`src/rtl/euler_frame_rx.sv`:
```
// Positional decoder for the 10-byte Euler telemetry frame ('S' Y Y ' ' R R ' ' P P '\n').
// Publishes yaw/roll/pitch atomically on a good frame and tracks errors and staleness.
module euler_frame_rx #(
    parameter int TIMEOUT_CLKS = 10_000,
    parameter int STALE_CLKS   = 7_500_000
) (
    input  logic               i_Clk,
    input  logic               i_Rst_L,
    input  logic               i_RX_DV,
    input  logic [7:0]         i_RX_Byte,
    output logic signed [15:0] o_Yaw,
    output logic signed [15:0] o_Roll,
    output logic signed [15:0] o_Pitch,
    output logic               o_Frame_Valid,
    output logic [7:0]         o_Err_Count,
    output logic               o_Stale
);

    localparam int TW = $clog2(TIMEOUT_CLKS + 1);
    localparam int SW = $clog2(STALE_CLKS + 1);
    localparam logic [TW-1:0] TO_LAST   = TW'(TIMEOUT_CLKS - 1);
    localparam logic [SW-1:0] STALE_MAX = SW'(STALE_CLKS);

    localparam logic [0:0] ST_HUNT = 1'b0;
    localparam logic [0:0] ST_RECV = 1'b1;

    localparam logic [7:0] SYNC_B = 8'h53;
    localparam logic [7:0] SEP_B  = 8'h20;
    localparam logic [7:0] EOF_B  = 8'h0A;

    logic [0:0]         state_q, state_d;
    logic [3:0]         idx_q, idx_d;
    logic [TW-1:0]      to_cnt_q, to_cnt_d;
    logic [SW-1:0]      stale_cnt_q, stale_cnt_d;
    logic               stale_q, stale_d;
    logic [7:0]         err_q, err_d;
    logic               fv_q, fv_d;
    logic signed [15:0] yaw_sh_q, yaw_sh_d;
    logic signed [15:0] roll_sh_q, roll_sh_d;
    logic signed [15:0] pitch_sh_q, pitch_sh_d;
    logic signed [15:0] yaw_q, yaw_d;
    logic signed [15:0] roll_q, roll_d;
    logic signed [15:0] pitch_q, pitch_d;
    logic               accept;
    logic               marker_err;

    function automatic logic [7:0] sat_inc8(input logic [7:0] v);
        return (v == 8'hFF) ? v : v + 8'd1;
    endfunction

    always_comb begin
        state_d     = state_q;
        idx_d       = idx_q;
        to_cnt_d    = to_cnt_q;
        stale_cnt_d = stale_cnt_q;
        stale_d     = stale_q;
        err_d       = err_q;
        fv_d        = 1'b0;
        yaw_sh_d    = yaw_sh_q;
        roll_sh_d   = roll_sh_q;
        pitch_sh_d  = pitch_sh_q;
        yaw_d       = yaw_q;
        roll_d      = roll_q;
        pitch_d     = pitch_q;
        accept      = 1'b0;
        marker_err  = 1'b0;

        if (state_q == ST_RECV) begin
            if (i_RX_DV) begin
                to_cnt_d = '0;
                idx_d    = idx_q + 4'd1;
                case (idx_q)
                    4'd1:       yaw_sh_d[15:8]   = i_RX_Byte;
                    4'd2:       yaw_sh_d[7:0]    = i_RX_Byte;
                    4'd4:       roll_sh_d[15:8]  = i_RX_Byte;
                    4'd5:       roll_sh_d[7:0]   = i_RX_Byte;
                    4'd7:       pitch_sh_d[15:8] = i_RX_Byte;
                    4'd8:       pitch_sh_d[7:0]  = i_RX_Byte;
                    4'd3, 4'd6: marker_err = (i_RX_Byte != SEP_B);
                    4'd9: begin
                        accept     = (i_RX_Byte == EOF_B);
                        marker_err = (i_RX_Byte != EOF_B);
                    end
                    default: ;
                endcase
                if (accept) begin
                    yaw_d   = yaw_sh_q;
                    roll_d  = roll_sh_q;
                    pitch_d = pitch_sh_q;
                    fv_d    = 1'b1;
                    state_d = ST_HUNT;
                    idx_d   = 4'd0;
                end
                // A bad marker that is itself a sync byte restarts the frame in place.
                if (marker_err) begin
                    err_d = sat_inc8(err_q);
                    if (i_RX_Byte == SYNC_B) begin
                        idx_d = 4'd1;
                    end else begin
                        state_d = ST_HUNT;
                        idx_d   = 4'd0;
                    end
                end
            end else if (to_cnt_q == TO_LAST) begin
                state_d  = ST_HUNT;
                idx_d    = 4'd0;
                to_cnt_d = '0;
                err_d    = sat_inc8(err_q);
            end else begin
                to_cnt_d = to_cnt_q + TW'(1);
            end
        end else begin
            to_cnt_d = '0;
            if (i_RX_DV && (i_RX_Byte == SYNC_B)) begin
                state_d = ST_RECV;
                idx_d   = 4'd1;
            end
        end

        if (accept) begin
            stale_cnt_d = '0;
            stale_d     = 1'b0;
        end else begin
            if (stale_cnt_q != STALE_MAX) begin
                stale_cnt_d = stale_cnt_q + SW'(1);
            end
            if (stale_cnt_d == STALE_MAX) begin
                stale_d = 1'b1;
            end
        end
    end

    always_ff @(posedge i_Clk) begin
        if (!i_Rst_L) begin
            state_q     <= ST_HUNT;
            idx_q       <= 4'd0;
            to_cnt_q    <= '0;
            stale_cnt_q <= '0;
            stale_q     <= 1'b1;
            err_q       <= 8'd0;
            fv_q        <= 1'b0;
            yaw_q       <= '0;
            roll_q      <= '0;
            pitch_q     <= '0;
        end else begin
            state_q     <= state_d;
            idx_q       <= idx_d;
            to_cnt_q    <= to_cnt_d;
            stale_cnt_q <= stale_cnt_d;
            stale_q     <= stale_d;
            err_q       <= err_d;
            fv_q        <= fv_d;
            yaw_q       <= yaw_d;
            roll_q      <= roll_d;
            pitch_q     <= pitch_d;
        end
    end

    // Shadows are always fully rewritten before publication, so they carry no reset.
    always_ff @(posedge i_Clk) begin
        yaw_sh_q   <= yaw_sh_d;
        roll_sh_q  <= roll_sh_d;
        pitch_sh_q <= pitch_sh_d;
    end

    assign o_Yaw         = yaw_q;
    assign o_Roll        = roll_q;
    assign o_Pitch       = pitch_q;
    assign o_Frame_Valid = fv_q;
    assign o_Err_Count   = err_q;
    assign o_Stale       = stale_q;

endmodule

```
`config.mk`:
```
export PLATFORM = sky130hd
export DESIGN_NAME = euler_frame_rx
export DESIGN_NICKNAME = d
export VERILOG_FILES = /design/src/rtl/euler_frame_rx.sv
export SDC_FILE = /design/constraint.sdc
export NUM_CORES = 1
export LEC_CHECK = 0
export ABC_AREA = 1
export BUFFER_PORTS_ARGS = -buffer_cell sky130_fd_sc_hd__clkbuf_2
export CAP_MARGIN = 5
export CORE_ASPECT_RATIO = 1.2
export CORE_MARGIN = 8
export CORE_UTILIZATION = 25
export CTS_CLUSTER_SIZE = 28
export DETAILED_ROUTE_END_ITERATION = 12
export GPL_ROUTABILITY_DRIVEN = 0
export SETUP_SLACK_MARGIN = 0.5
export SLEW_MARGIN = 20
export SYNTH_ARGS = -nofsm -noshare
export SYNTH_HDL_FRONTEND = slang
export SYNTH_SLANG_ARGS = --single-unit
```
`constraint.sdc`:
```
create_clock -name i_Clk -period 1.8 [get_ports i_Clk]
set_input_delay 0.36 -clock i_Clk [delete_from_list [all_inputs] [get_ports i_Clk]]
set_output_delay 0.36 -clock i_Clk [all_outputs]
set_load 0.005 [all_outputs]
```
# ---- Yosys cells after proc, flatten, opt, wreduce, memory -nomap -nowiden
# Cells that the tools add are included.
dict set report op_classes {
  add_sub_neg 4
  multipliers 0
  n_div 0
  order_cmp 0
  n_eq_ne 19
  shifts 0
  mux 31
  bitwise_logic 2
  reduce_logical 17
}
# operator count
set op_table {}
lappend op_table {{2-to-1 mux 23 bit} 2}
lappend op_table {{2-to-1 mux 8 bit} 4}
lappend op_table {{AND reduction 3 bit} 9}
lappend op_table {{2-to-1 mux 4 bit} 6}
lappend op_table {{adder 23 x 1 -> 23 bit (second input constant)} 1}
lappend op_table {{equality test 23 bit (second input constant)} 1}
lappend op_table {{inequality test 23 bit (second input constant)} 1}
lappend op_table {{2-to-1 mux 1 bit} 18}
lappend op_table {{equality test 4 x 3 -> 1 bit (second input constant)} 4}
lappend op_table {{adder 14 x 1 -> 14 bit (second input constant)} 1}
lappend op_table {{equality test 14 bit (second input constant)} 1}
lappend op_table {{adder 8 x 1 -> 8 bit (second input constant)} 1}
lappend op_table {{equality test 4 x 2 -> 1 bit (second input constant)} 2}
lappend op_table {{equality test 4 bit (second input constant)} 2}
lappend op_table {{equality test 8 x 4 -> 1 bit (second input constant)} 1}
lappend op_table {{equality test 8 x 7 -> 1 bit (second input constant)} 1}
lappend op_table {{equality test 8 bit (second input constant)} 1}
lappend op_table {{inequality test 8 x 4 -> 1 bit (second input constant)} 1}
lappend op_table {{inequality test 8 x 6 -> 1 bit (second input constant)} 1}
lappend op_table {{nonzero test 2 bit} 3}
lappend op_table {{adder 4 x 1 -> 4 bit (second input constant)} 1}
lappend op_table {{equality test 4 x 1 -> 1 bit (second input constant)} 1}
lappend op_table {{OR reduction 2 bit} 2}
lappend op_table {{OR reduction 4 bit} 1}
lappend op_table {{other kinds (6)} 7}
dict set report word_totals {
  regBits 148
  latchBits 0
  ram_bits 0
  romBits 0
  inputBits 11
  out_inout_bits 58
  wordCells 89
  mem_count 0
}

# ---- Logic depth before layout (Yosys ltp)
dict set report depth {
  word_depth 10
  mapped_depth 14
  mapped_depth_nobuf 14
}

# ---- Worst setup path before layout
# No wires, ideal clock.
dict set report synth_path {
  path_kind {reg2reg}
  from {reg idx_q[1]}
  to {reg yaw_sh_q[10], enable pin}
  setup_ns 0.395
  arrival_time_ns 1.505
  required_ns 1.405
  path_slack_ns -0.100
  path_stages_with_launch 5
  path_buffers 0
  synth_period_minus_slack_ns 1.900
  cell_sequence {dfxtp_1 > inv_1 > ha_1 > inv_1 > nor4_1}
}
dict set report synth_between {
  elab_chain_cells 2
}
# element line_no
set synth_lines {}
lappend synth_lines {{from (decl)} 32} ;# logic [3:0] idx_q, idx_d;
lappend synth_lines {{from (signal assigned)} 147} ;# idx_q <= idx_d;
lappend synth_lines {{equality test 4 x 1 -> 1 bit} 72} ;# case (idx_q)
lappend synth_lines {{AND reduction 3 bit (no source line)} -}
lappend synth_lines {{to (signal assigned)} 161} ;# yaw_sh_q <= yaw_sh_d;
lappend synth_lines {{to (decl)} 38} ;# logic signed [15:0] yaw_sh_q, yaw_sh_d;
# No other way between the ends.
# A chain may end at the register's enable or synchronous reset.

# ---- Worst setup path in the final report
dict set report layout_path {
  from {reg stale_cnt_q[0]}
  to {reg stale_q, in the netlist o_Stale}
}
dict set report layout_between {
  elab_chain_cells 5
  elab_cells_between_ends 6
  cone_classes {add/sub: 1; eq/ne: 2; mux: 2; reduce/logical: 1}
}
# element line_no
set layout_lines {}
lappend layout_lines {{from (decl)} 34} ;# logic [SW-1:0] stale_cnt_q, stale_cnt_d;
lappend layout_lines {{from (signal assigned)} 149} ;# stale_cnt_q <= stale_cnt_d;
lappend layout_lines {{adder 23 x 1 -> 23 bit or inequality test 23 bit (tied branches)} {125, 124}}
lappend layout_lines {{2-to-1 mux 23 bit (*)} 124} ;# if (stale_cnt_q != STALE_MAX) begin
lappend layout_lines {{2-to-1 mux 23 bit (*)} 120} ;# if (accept) begin
lappend layout_lines {{equality test 23 bit (*)} 127} ;# if (stale_cnt_d == STALE_MAX) begin
lappend layout_lines {{nonzero test 2 bit (no source line) (*)} -}
lappend layout_lines {{to (signal assigned)} 150} ;# stale_q <= stale_d;
lappend layout_lines {{to (decl)} 35} ;# logic stale_q, stale_d;
# Every way passes the cells marked *; elsewhere a longest branch is shown, timed or not. The select of a mux whose other input is x is not followed.

==> qor.csv <==
stage;metric;value;unit
run_status;status;finished, final reports clean;
synthesis;ys_ff_latch;148;
critical_path;timing_worst_setup_path_type;reg2reg;
power_and_ir_drop;vdd_drop_max;557;uV
synthesis;yosys.area_share.xor_xnor;0.0212;
timing;whs;167;ps
global_routing;grt.overflow.total;0;
cts;numCtsBuffers;17;
placement;place_inst;1149;
timing;setup_violations;0;
layout;fin_nets;950;
hold_path;worstHoldPathType;in2reg;
timing;worstMarginPinSlew;526;ps
synthesis;synth_simple_gate_area_frac;0.316;
power_and_ir_drop;power_density;721;nW/um^2
route;avgViaCountPerCell;4.60;
floorplanning;core_area;24600;um^2
placement;place_ws;-87.0;ps
global_routing;grt_pass1_wl;29400;um
route;dr.pass1.iters;4;
timing;rsz0062_at_grt;yes;
layout;n_antenna_cell;0;
floorplanning;start_util;0.253;
timing;max_slew_margin;0.650;
synthesis;synthMuxAreaShare;0;
synthesis;synth_compound_area_frac;0.0391;
floorplanning;dieArea;30200;um^2
route;drc;0;
critical_path;worstPathMaxFanout;5;
floorplanning;die_h;189;um
global_routing;grt_usage;0.122;
power_and_ir_drop;p_sw;1.77;mW
synthesis;yosysSeqAreaShare;0.554;
power_and_ir_drop;p_int;5.44;mW
synthesis;synth-adder-area-share;0.0161;
layout;finalNonFillerCells;1269;
power_and_ir_drop;switching_share;0.246;
timing;fmax;577;MHz
synthesis;synth_area_per_cell;8.37;um^2
layout;fill_cells;2358;
timing;finClkSkew;9.04;ps
cts;cts_tree;yes;
route;post_drt_wl_per_cell;15.4;um
timing;fin_crit_sh;0.963;
cts;clk_pin_slew_worst_paths;70;ps
power_and_ir_drop;p_seq_frac;0.476;
synthesis;netlist.top_cell.by_area;dfxtp_1;
critical_path;crit_slowest_cell;dfxtp_4;
synthesis;postSynthCellCount;742;
timing;fin_crit;1730;ps
critical_path;crit_family;simple AND/OR/NAND/NOR gates;
layout;area_delta_synth_final;61.2;%
critical_path;crit_required;2160;ps
critical_path;slowest_delay;390;ps
cts;root_buffer;clkbuf_16;
power_and_ir_drop;pwr-share-comb;0.035;
floorplanning;io_pins;69;
cts;cts_num_sinks;148;
layout;finalInstanceArea;10000;um^2
floorplanning;die_w;160;um
synthesis;syn-cell-area;6210;um^2
floorplanning;rows;63;
cts;clock_latency;430;ps
critical_path;path_cells;ha_4 > nand2_2 > nor2_4 > buf_6 > nand3_2 > nand2_1 > nand3_2 > nor2_1 > nand2_1 > nor2_2 > nand2_1 > a21oi_2;
synthesis;synth_cell_type_count;36;
critical_path;cp-start-kind;flip-flop;
synthesis;post-synth-top-area-fraction;0.322;
cts;clock_path_buffers;2;
critical_path;end_kind;flip-flop;
synthesis;synthTopCellsByArea;dfxtp_1 32%, edfxtp_1 23%, nand2_1 14%, nand3_1 7.1%, nor2_1 4.8%;
synthesis;synth.net_count;761;
route;num_vias;5837;
timing;hold_viol;0;
route;wl;19600;um
cts;htree_levels;4;
power_and_ir_drop;p_leak;4.08;nW
layout;drive_gt1_frac;0.500;
global_routing;antenna_found_initial;0;
critical_path;crit_path_frequent_cell;nand2_1;
route;dr.first_iter.drc_count;337;
critical_path;critPathBufInv;1;
layout;layout_common_cells;206 x nand2_1, 67 x buf_4, 60 x nand3_2, 58 x clkbuf_2;
timing;worst_slack;66.0;ps
power_and_ir_drop;clkPwrFrac;0.489;
cts;cts_hold_buf;0;
route;ant_nets;0;
timing;maxSlewViolCount;0;
global_routing;grt_pass1_vias;5723;
synthesis;synth_warnings;0;
placement;hpwl;11000;um
flow_run;drv_cap;0;
layout;post-route-util;0.407;
global_routing;grt_max_degree;30;
placement;port_buffers;68;
layout;mostFrequentLayoutCell;nand2_1;
placement;placed_area;7330;um^2
synthesis;synth_top_family_by_area;simple AND/OR/NAND/NOR gates;
critical_path;crit_arrival;2100;ps
[worst paths after layout]
path	from	endpoint	slack [ps]	depth (start not counted)
worst min-delay path	i_RX_Byte[4]	pitch_sh_q[4]	170	1
worst max register to register	stale_cnt_q[0]	o_Stale	70	12
worst max-delay path	stale_cnt_q[0]	o_Stale	70	12
worst min register to register	yaw_sh_q[12]	o_Yaw[12]	440	2
[layout make-up]
cell class / instances / area (um^2) / share of cell area
inverter: 62 / 248 / 0.0248
sequential: 148 / 3570 / 0.357
multi-input combinational: 512 / 3350 / 0.334
tap: 325 / 407 / 0.0406
clock inverter: 13 / 130 / 0.0130
clock buffer: 19 / 454 / 0.0454
timing repair buffer: 190 / 1850 / 0.185
[worst reg2reg max path, stage by stage (launching register included)]
cell     delay, ps
dfxtp_4        390
ha_4           150
nand2_2         60
nor2_4         170
buf_6          160
nand3_2         60
nand2_1        100
nand3_2         70
nor2_1         120
nand2_1        110
nor2_2         120
nand2_1         70
a21oi_2        100
[flip-flops by register name (all words and copies together), names as in the netlist]
name           cells
stale_cnt_q       23
o_Pitch           16
o_Roll            16
o_Yaw             16
pitch_sh_q        16
roll_sh_q         16
yaw_sh_q          16
to_cnt_q          14
o_Err_Count        8
idx_q              4
o_Frame_Valid      1
o_Stale            1
state_q            1
[per-stage QoR]
| stage | setup TNS (ps) | power, mW |
|---|---|---|
| final | 0 | 7.22 |
| after global routing | -110 | 7.43 |
| after CTS | 0 | 7.25 |
| after detailed placement | -263 | 3.70 |
| after global placement | -89.2 | 3.69 |
| after floorplan | 0 | 3.61 |
[repair_timing]
action                                  4_1_cts  5_1_grt
setup buffers                                44       31
endpoints found under the hold margin         0        0
cloned                                       13        0
endpoints found under the setup margin      162      189
gates resized for setup                     152      164
pin swaps                                    80       38
[power groups by stage]
stage                     Combinational (mW)  Clock (mW)  Sequential (mW)
after floorplan                       0.0783           0             3.53
after global placement                 0.163           0             3.53
after detailed placement               0.165           0             3.53
after CTS                              0.235        3.58             3.44
after global routing                   0.272        3.72             3.43
final                                  0.256        3.53             3.43
[cells by family (layout without fill, tap and decap cells)]
family,Yosys count,after routing
compound gates,44,44
xor+xnor,15,15
fa+ha+maj,8,8
buf+inv,82,284
flops,148,148
simple gates,445,445
[layer usage]
layer | part of all wire | up-vias | track usage | routed length (um)
li1 | - | 2816 | - | -
met3 | 0.043 | 39 | 0.0327 | 833
met2 | 0.52 | 152 | 0.216 | 10100
met5 | 0 | - | 0 | 0
met1 | 0.41 | 2830 | 0.135 | 8040
met4 | 0.030 | 0 | 0.0569 | 597
[synthesized netlist by cell type, drive strengths merged]
cell type / number
nand2: 230
dfxtp: 100
nand3: 94
nor2: 88
inv: 61
edfxtp: 48
a21oi: 29
buf: 15
nor3: 14
nand4: 13
xor2: 11
o21ai: 9
ha: 8
clkbuf: 5
nor4: 4
o21bai: 4
xnor2: 4
a21o: 1
and3: 1
clkinv: 1
o21a: 1
or2: 1
No activity file was read; power rests on OpenSTA's default activity.
